--- config.mk ---
export PLATFORM = sky130hd
export DESIGN_NAME = mem_access_unit
export DESIGN_NICKNAME = d
export VERILOG_FILES = /design/src/rtl/mem_pkg.sv /design/src/rtl/load_extender.sv /design/src/rtl/mem_access_unit.sv
export SDC_FILE = /design/constraint.sdc
export NUM_CORES = 1
export LEC_CHECK = 0
export BUFFER_PORTS_ARGS = -buffer_cell sky130_fd_sc_hd__buf_2
export CAP_MARGIN = 40
export CORE_ASPECT_RATIO = 0.7
export CORE_MARGIN = 5
export CORE_UTILIZATION = 44
export CTS_CLUSTER_SIZE = 16
export DETAILED_ROUTE_END_ITERATION = 16
export HOLD_SLACK_MARGIN = 0.05
export PLACE_DENSITY = 0.76
export SYNTH_ARGS = -nofsm -noshare
export SYNTH_HDL_FRONTEND = slang
export SYNTH_SLANG_ARGS = --single-unit
--- constraint.sdc ---
create_clock -name i_clk -period 1.5 [get_ports i_clk]
set_input_delay 0 -clock i_clk [delete_from_list [all_inputs] [get_ports i_clk]]
set_output_delay 0 -clock i_clk [all_outputs]
set_load 0.03 [all_outputs]
--- src/rtl/mem_pkg.sv ---
// Shared encodings and FSM state type for the MEM-stage load/store engine.
package mem_pkg;

  localparam logic [1:0] SZ_BYTE = 2'b00;
  localparam logic [1:0] SZ_HALF = 2'b01;
  localparam logic [1:0] SZ_WORD = 2'b10;

  localparam logic [2:0] LD_LB  = 3'b000;
  localparam logic [2:0] LD_LH  = 3'b001;
  localparam logic [2:0] LD_LW  = 3'b010;
  localparam logic [2:0] LD_LBU = 3'b100;
  localparam logic [2:0] LD_LHU = 3'b101;

  typedef enum logic [1:0] {
    ST_IDLE,
    ST_BUSY,
    ST_DONE
  } mau_state_e;

  typedef enum logic [1:0] {
    ACC_BYTE,
    ACC_HALF,
    ACC_WORD
  } acc_size_e;

  // Stores take their width from storesize; loads take it from loadcontrol,
  // where every unlisted loadcontrol value behaves as a full word.
  function automatic acc_size_e access_size(input logic       is_store,
                                            input logic [1:0] storesize,
                                            input logic [2:0] loadcontrol);
    acc_size_e sz;
    sz = ACC_WORD;
    if (is_store) begin
      case (storesize)
        SZ_BYTE: sz = ACC_BYTE;
        SZ_HALF: sz = ACC_HALF;
        default: sz = ACC_WORD;
      endcase
    end else begin
      case (loadcontrol)
        LD_LB, LD_LBU: sz = ACC_BYTE;
        LD_LH, LD_LHU: sz = ACC_HALF;
        default:       sz = ACC_WORD;
      endcase
    end
    return sz;
  endfunction

endpackage

--- src/rtl/load_extender.sv ---
// Selects the addressed byte/half lane of a read word and sign- or zero-extends it.
module load_extender
  import mem_pkg::*;
#(
  parameter int NBITS = 32
) (
  input  logic [NBITS-1:0] rdata_i,
  input  logic [1:0]       off_i,
  input  logic [2:0]       ldctl_i,
  output logic [NBITS-1:0] data_o
);

  logic [7:0]  byte_sel;
  logic [15:0] half_sel;

  always_comb begin
    byte_sel = rdata_i[{off_i, 3'b000} +: 8];
    half_sel = off_i[1] ? rdata_i[16 +: 16] : rdata_i[0 +: 16];
    case (ldctl_i)
      LD_LB:   data_o = {{(NBITS-8){byte_sel[7]}}, byte_sel};
      LD_LBU:  data_o = {{(NBITS-8){1'b0}}, byte_sel};
      LD_LH:   data_o = {{(NBITS-16){half_sel[15]}}, half_sel};
      LD_LHU:  data_o = {{(NBITS-16){1'b0}}, half_sel};
      default: data_o = rdata_i;
    endcase
  end

endmodule

--- src/rtl/mem_access_unit.sv ---
// MEM-stage load/store engine: issues one data-memory access per memory instruction
// over a req/ack port and stalls the pipeline until the access completes.
module mem_access_unit
  import mem_pkg::*;
#(
  parameter int NBITS = 32
) (
  input  logic             i_clk,
  input  logic             i_rst_n,
  input  logic [NBITS-1:0] MEM_result,
  input  logic [NBITS-1:0] MEM_Rt,
  input  logic [1:0]       MEM_storesize,
  input  logic [2:0]       MEM_loadcontrol,
  input  logic             MEM_memread,
  input  logic             MEM_memwrite,
  output logic             o_dmem_req,
  output logic             o_dmem_we,
  output logic [NBITS-1:0] o_dmem_addr,
  output logic [3:0]       o_dmem_be,
  output logic [NBITS-1:0] o_dmem_wdata,
  input  logic             i_dmem_ack,
  input  logic [NBITS-1:0] i_dmem_rdata,
  output logic [NBITS-1:0] o_load_data,
  output logic             o_stall,
  output logic             o_misalign
);

  mau_state_e       state_q;
  logic             req_q;
  logic             we_q;
  logic [NBITS-1:0] addr_q;
  logic [3:0]       be_q;
  logic [NBITS-1:0] wdata_q;
  logic [1:0]       off_q;
  logic [2:0]       ldctl_q;
  logic [NBITS-1:0] load_q;

  logic             access;
  logic             is_store;
  logic [1:0]       off;
  acc_size_e        size;
  logic             misalign;
  logic             idle_access;
  logic [3:0]       be_d;
  logic [NBITS-1:0] wdata_d;
  logic [NBITS-1:0] ext_data;

  assign access   = MEM_memread | MEM_memwrite;
  assign is_store = MEM_memwrite;
  assign off      = MEM_result[1:0];

  always_comb begin
    size     = access_size(is_store, MEM_storesize, MEM_loadcontrol);
    misalign = 1'b0;
    be_d     = 4'b1111;
    wdata_d  = MEM_Rt;
    case (size)
      ACC_HALF: misalign = off[0];
      ACC_WORD: misalign = |off;
      default:  misalign = 1'b0;
    endcase
    if (is_store) begin
      case (size)
        ACC_BYTE: begin
          be_d    = 4'b0001 << off;
          wdata_d = {(NBITS/8){MEM_Rt[7:0]}};
        end
        ACC_HALF: begin
          be_d    = off[1] ? 4'b1100 : 4'b0011;
          wdata_d = {(NBITS/16){MEM_Rt[15:0]}};
        end
        default: begin
          be_d    = 4'b1111;
          wdata_d = MEM_Rt;
        end
      endcase
    end
  end

  // Gating with i_rst_n keeps stall/misalign low while reset is held, even
  // though the EX/MEM register may still be presenting a memory instruction.
  assign idle_access = i_rst_n && (state_q == ST_IDLE) && access;
  assign o_misalign  = idle_access && misalign;
  assign o_stall     = (idle_access && !misalign) || (state_q == ST_BUSY);

  load_extender #(
    .NBITS(NBITS)
  ) u_load_extender (
    .rdata_i (i_dmem_rdata),
    .off_i   (off_q),
    .ldctl_i (ldctl_q),
    .data_o  (ext_data)
  );

  always_ff @(posedge i_clk or negedge i_rst_n) begin
    if (!i_rst_n) begin
      state_q <= ST_IDLE;
      req_q   <= 1'b0;
      we_q    <= 1'b0;
      addr_q  <= '0;
      be_q    <= '0;
      wdata_q <= '0;
      off_q   <= '0;
      ldctl_q <= '0;
      load_q  <= '0;
    end else begin
      case (state_q)
        ST_IDLE: begin
          if (access && !misalign) begin
            req_q   <= 1'b1;
            we_q    <= is_store;
            addr_q  <= {MEM_result[NBITS-1:2], 2'b00};
            be_q    <= be_d;
            wdata_q <= wdata_d;
            off_q   <= off;
            ldctl_q <= MEM_loadcontrol;
            state_q <= ST_BUSY;
          end
        end
        ST_BUSY: begin
          if (i_dmem_ack) begin
            req_q   <= 1'b0;
            if (!we_q) begin
              load_q <= ext_data;
            end
            state_q <= ST_DONE;
          end
        end
        ST_DONE: state_q <= ST_IDLE;
        default: state_q <= ST_IDLE;
      endcase
    end
  end

  assign o_dmem_req   = req_q;
  assign o_dmem_we    = we_q;
  assign o_dmem_addr  = addr_q;
  assign o_dmem_be    = be_q;
  assign o_dmem_wdata = wdata_q;
  assign o_load_data  = load_q;

endmodule

## Yosys cells after proc, flatten, opt, wreduce, memory -nomap -nowiden

Cells that the tools add are included.

- Bitwise gates (word level): 2
- Equality and inequality tests: 12
- Shift-type cells: 2
- Reduce and logical (&&, ||, !) cells: 20
- Muxes and demuxes: 17

Operator list:

| kind | count |
|---|---|
| $pmux W32 S4 | 1 |
| $pmux W32 S2 | 1 |
| $mux W32 | 1 |
| $shiftx A32 B6 Y8 | 1 |
| $mux W16 | 1 |
| $eq A3 B3 Y1 const B | 4 |
| $pmux W2 S2 | 3 |
| $mux W4 | 2 |
| $pmux W4 S2 | 1 |
| $eq A2 B1 Y1 const B | 3 |
| $eq A3 B1 Y1 const B | 2 |
| $logic_not A2 Y1 | 3 |
| $logic_not A3 Y1 | 2 |
| $mux W2 | 3 |
| $reduce_and A3 Y1 | 2 |
| $reduce_or A2 Y1 | 3 |
| $logic_and A1 B1 Y1 | 5 |
| $pmux W1 S2 | 2 |
| $reduce_and A2 Y1 | 2 |
| $shl A1 B2 Y4 const A | 1 |
| $eq A2 B2 Y1 const B | 1 |
| $mux W1 | 2 |
| $ne A2 B1 Y1 const B | 1 |
| $ne A2 B2 Y1 const B | 1 |
| other kinds (5) | 5 |

- Register bits after elaboration: 107
- Output and inout bits: 104
- Logic and storage cells: 62
- Bits of input ports: 106

## Depth between registers and ports, before layout

- Depth in word-level cells: 10
- Depth in mapped cells: 11
- Mapped depth without buffers: 8

## Hierarchy

A second synthesis with hierarchy kept.

- Cell total of the unflattened synthesis: 411
- Area, all modules: 5547.8 µm²

Modules (own cells, without submodules):

| module | cells each | seq. area each (µm²) | area each (µm²) | times used |
|---|---|---|---|---|
| mem_access_unit | 315 | 2677.6 | 4702.0 | 1 |
| load_extender | 96 | 0.0 | 845.8 | 1 |

## Least setup slack after synthesis

Ideal clock, no wire load.

- Path type: input to output
- Start point: in MEM_memwrite
- End point: out o_misalign
- Data arrival time: 2.073 ns
- Slack: -0.573 ns
- Required time: 1.500 ns
- Stages on the path: 7
- Buffers on the path: 1
- Path through: nor2b_1 -> clkbuf_1 -> a22o_1 -> ha_1 -> nand2_1 -> a21oi_2 -> nor4b_1

- Cells in the longest elaborated chain, start to end: 4
- Elaborated cells on any way between the ends: 7
- Classes of those cells: eq/ne (2); mux (2); bitwise (1); reduce/logical (2)

RTL lines:

| what | RTL line | text |
|---|---|---|
| start: declaration | mem_access_unit.sv:15 | `input logic MEM_memwrite,` |
| $mux W2 | mem_pkg.sv:33 | `if (is_store) begin` |
| $eq A2 B2 Y1 or $eq A2 B1 Y1 (tied branches) | mem_access_unit.sv:57 | `case (size)` |
| $pmux W1 S2 | mem_access_unit.sv:57 |  |
| $logic_and A1 B1 Y1 * | mem_access_unit.sv:83 | `assign o_misalign = idle_access && misalign;` |
| end: declaration | mem_access_unit.sv:25 | `output logic o_misalign` |

Mark *: on every way between the ends. The rest lies on a longest branch, timed or not.

## Worst setup path after layout

- Start point: reg state_q[1]
- End point: reg addr_q[15] (netlist: o_dmem_addr[15])

- Cells in the longest elaborated chain, start to end: 2

RTL lines:

| what | RTL line | text |
|---|---|---|
| start: declaration | mem_access_unit.sv:28 | `mau_state_e state_q;` |
| start signal: assignment | mem_access_unit.sv:97 | `state_q <= ST_IDLE;` |
| start signal: assignment | mem_access_unit.sv:117 | `state_q <= ST_BUSY;` |
| start signal: assignment | mem_access_unit.sv:126 | `state_q <= ST_DONE;` |
| $logic_not A2 Y1 | mem_access_unit.sv:107 | `case (state_q)` |
| $reduce_and A2 Y1 (no line) | -- |  |
| end signal: assignment | mem_access_unit.sv:112 | `addr_q <= {MEM_result[NBITS-1:2], 2'b00};` |
| end: declaration | mem_access_unit.sv:31 | `logic [NBITS-1:0] addr_q;` |

No other way between the ends.
A chain may end at the register's enable or synchronous reset.

==> flow_metrics.py <==
metrics = {
    "status": {
        "status": "finished, violations left",
        "violations": "negative setup slack",
    },
    "grt": {
        "grt_max_degree": 108,
        "antenna_found_initial": 0,
        "grt_pass1_wl_um": 27700,
        "gr-total-overflow": 0,
        "grt_usage": 0.244,
        "grt_pass1_vias": 5290,
    },
    "worst_setup_path": {
        "critPathLaunchType": "flip-flop",
        "critPathKind": "reg -> reg",
        "required_ps": 1720,
        "crit_arrival_ps": 1860,
        "reg2regPathDepth": 5,
        "crit_slowest_cell": "dfrtp_2",
        "cpMostUsedCell": "buf_12",
        "crit_chain": "nor4_4 > buf_6 > buf_12 > buf_12 > mux2_4",
        "end_kind": "flip-flop",
        "slowest_delay_ps": 450,
        "crit_fanout": 6,
    },
    "drt": {
        "via_count": 5094,
        "first_pass_iters": 8,
        "wl_per_cell_um": 19.5,
        "drc_errors": 0,
        "viasPerCell": 5.35,
        "detail-route-antenna-nets": 0,
        "drt-total-wl_um": 18600,
        "drt-initial-drc-count": 309,
    },
    "floorplan": {
        "ioPinCount": 210,
        "fp.dieH_um": 102,
        "start_util": 0.451,
        "die_w_um": 141,
        "std_cell_rows": 33,
        "die_area_um2": 14300,
        "core_um2": 11700,
    },
    "finish": {
        "antennaDiodeCount": 0,
        "nNetsFinal": 900,
        "drive_above_1_share": 0.484,
        "layout-area-overhead-vs-synth_pct": 61.0,
    },
    "timing": {
        "clock_skew_ps": 9.37,
        "fin_crit_sh": 1.09,
        "clock.fmax_mhz": 610,
        "setup_violations": 71,
        "setup_slack_ps": -140,
        "finalMaxSlewViolations": 0,
        "whs_ps": 65.6,
        "post-route-min-period_ps": 1640,
        "finalHoldViolations": 0,
        "rsz0062_at_grt": "yes",
        "worstMarginPinSlew_ps": 571,
        "relSlewSlack": 0.619,
    },
    "synthesis": {
        "synth_warnings": 0,
        "synth_area_um2": 5290,
        "synthCells": 450,
        "avgSynthCellArea_um2": 11.8,
        "yosysTopAreaCell": "dfrtp_1",
        "synth_top_cell_area_share": 0.506,
        "synth-seq-area-share": 0.506,
        "synth_area_leaders": "dfrtp_1 51%, mux2_4 12%, mux2_2 4.7%, mux2i_1 3.8%, nand3_1 3.1%",
        "ys_ff_latch": 107,
        "synth_cell_types": 43,
    },
    "placed_design": {
        "place.port_buffers": 207,
        "dp_hpwl_um": 11300,
        "post-place-ws_ps": -396,
        "gp_congestion": 0.895,
    },
    "pwr": {
        "leakagePower_nw": 4.18,
        "p_per_area_nw_per_um2": 2150,
        "power.total_w": 0.0183,
        "peakVddDrop_v": 0.00143,
    },
    "clock_tree": {
        "clkLatencyLatePin_ps": 340,
        "clk_pin_slew_ps": 80,
        "cts.sinks": 107,
        "cts_tree": "yes",
        "clockRootBuffer": "clkbuf_16",
        "h-tree-depth": 3,
        "cts_buffers": 9,
        "clockBufferDepth": 2,
    },
    "run": {
        "maxCapViolations": 0,
    },
    "worst_hold_path": {
        "hold_class": "in -> reg",
        "hold-path-cell-count": 4,
    },
}
==> critical path, delay by kind of cell (launching register included) <==
kind	cells	cell delay [ps]
flip-flops	1	450
buffers and inverters	3	430
AND/OR/NAND/NOR	1	330
multiplexers	1	300
==> state kept, by name, indices dropped and copies added (netlist names) <==
register      cells
state_q           2
o_dmem_we         1
ldctl_q           3
o_dmem_be         4
o_load_data      32
o_dmem_req        1
o_dmem_addr      30
off_q             2
o_dmem_wdata     32
==> synth_stat cells <==
| library cell | number |
|---|---|
| a221o_1 | 8 |
| buf_12 | 4 |
| buf_8 | 1 |
| mux2i_1 | 20 |
| nand2b_1 | 5 |
| o21bai_1 | 1 |
| nor4_4 | 1 |
| a31oi_1 | 6 |
| or2_2 | 2 |
| o21ai_2 | 2 |
| nor3b_1 | 1 |
| nor2_1 | 7 |
| a221oi_1 | 1 |
| a21oi_1 | 13 |
| nor2b_1 | 3 |
| inv_1 | 24 |
| nand3b_1 | 8 |
| clkbuf_1 | 12 |
| o21ai_0 | 30 |
| and3b_1 | 1 |
| buf_6 | 2 |
| buf_1 | 1 |
| nor4b_1 | 1 |
| nand3_1 | 33 |
| a32o_1 | 1 |
| or3_1 | 6 |
| nand4bb_1 | 1 |
| and2_1 | 1 |
| conb_1 | 1 |
| mux2_2 | 22 |
| o221a_2 | 6 |
| buf_4 | 4 |
| a21oi_2 | 2 |
| nor3_1 | 8 |
| mux2_4 | 41 |
| nand2_1 | 39 |
| dfrtp_1 | 107 |
| and4bb_2 | 1 |
| o22ai_1 | 1 |
| o21ba_2 | 1 |
| a22o_1 | 10 |
| ha_1 | 3 |
| buf_2 | 8 |
==> per-layer routing <==
metal,vias to the layer above,track usage,part of all wire
met2,302,0.409,0.48
met5,-,0,0
met3,66,0.0590,0.084
li1,2271,-,-
met1,2455,0.312,0.40
met4,0,0.0849,0.038
==> per-stage QoR <==
stage                     area (um^2)  utilization  TNS (ps)  cells
final                            8520        0.726     -6780    953
after global routing             8520        0.726    -10630    953
after CTS                        8280        0.706     -4310    944
after detailed placement         6730        0.574    -23060    825
after global placement           6730        0.574    -19030    825
after floorplan                  5350            -    -13260    451
==> logic make-up (layout without fill, tap and decap cells) <==
kind of cell	after synthesis	count (layout)	synth area share
muxes	83	83	0.201
adders and majority gates	3	3	0.00710
DFF	107	107	0.506
AOI/OAI and AO/OA	82	82	0.107
and+or+nand+nor	118	118	0.116
buffers and inverters	56	401	0.0617
other	1	2	0.000709
==> cells in the final DEF (no fill, tap or decap), drive strengths merged, types with 7 or more instances in the layout <==
cell type and n:
buf 265, dfrtp 107, dlygate4sd3 91, mux2 63, nand2 39, nand3 33
o21ai 32, inv 25, mux2i 20, clkbuf 16, a21oi 15, a22o 10
nand3b 8, a221o 8, nor3 8, nor2 7
==> timing repair <==
action                                  in CTS  in global routing
cloned                                       3                  5
endpoints found under the setup margin      68                101
hold endpoints to repair                   198                  0
hold buffers                                91                  0
gates resized for setup                     40                 22
setup buffers                                9                  6
pin swaps                                    4                  7
==> report_power, final <==
part	total, W	internal, W	switching, W	leakage, nW
registers	0.00528	0.00431	0.000977	1.25
logic	0.0104	0.00460	0.00583	2.77
clock network	0.00262	0.00152	0.00110	0.156
==> worst paths after layout <==
| path | from | end | slack, ps |
|---|---|---|---|
| hold reg to reg | o_load_data[29] | o_load_data[29] | 490 |
| max in group asynchronous | i_rst_n | ldctl_q[0] | 710 |
| setup reg to reg | state_q[1] | o_dmem_addr[15] | -140 |
| hold / removal | i_dmem_rdata[9] | o_load_data[9] | 70 |
| min in group asynchronous | i_rst_n | o_dmem_be[0] | 350 |
| setup / recovery | state_q[1] | o_dmem_addr[15] | -140 |
==> cell type report <==
| class | instances | area [um^2] |
|---|---|---|
| clock buffers | 11 | 243 |
| fillers | 785 | 3210 |
| well taps | 157 | 196 |
| clock inverters | 5 | 85.1 |
| repair buffers | 361 | 2730 |
| inverters | 24 | 92.6 |
| multi-input cells | 288 | 2490 |
| flip-flops and latches | 107 | 2680 |
No activity file was read; power rests on OpenSTA's default activity.
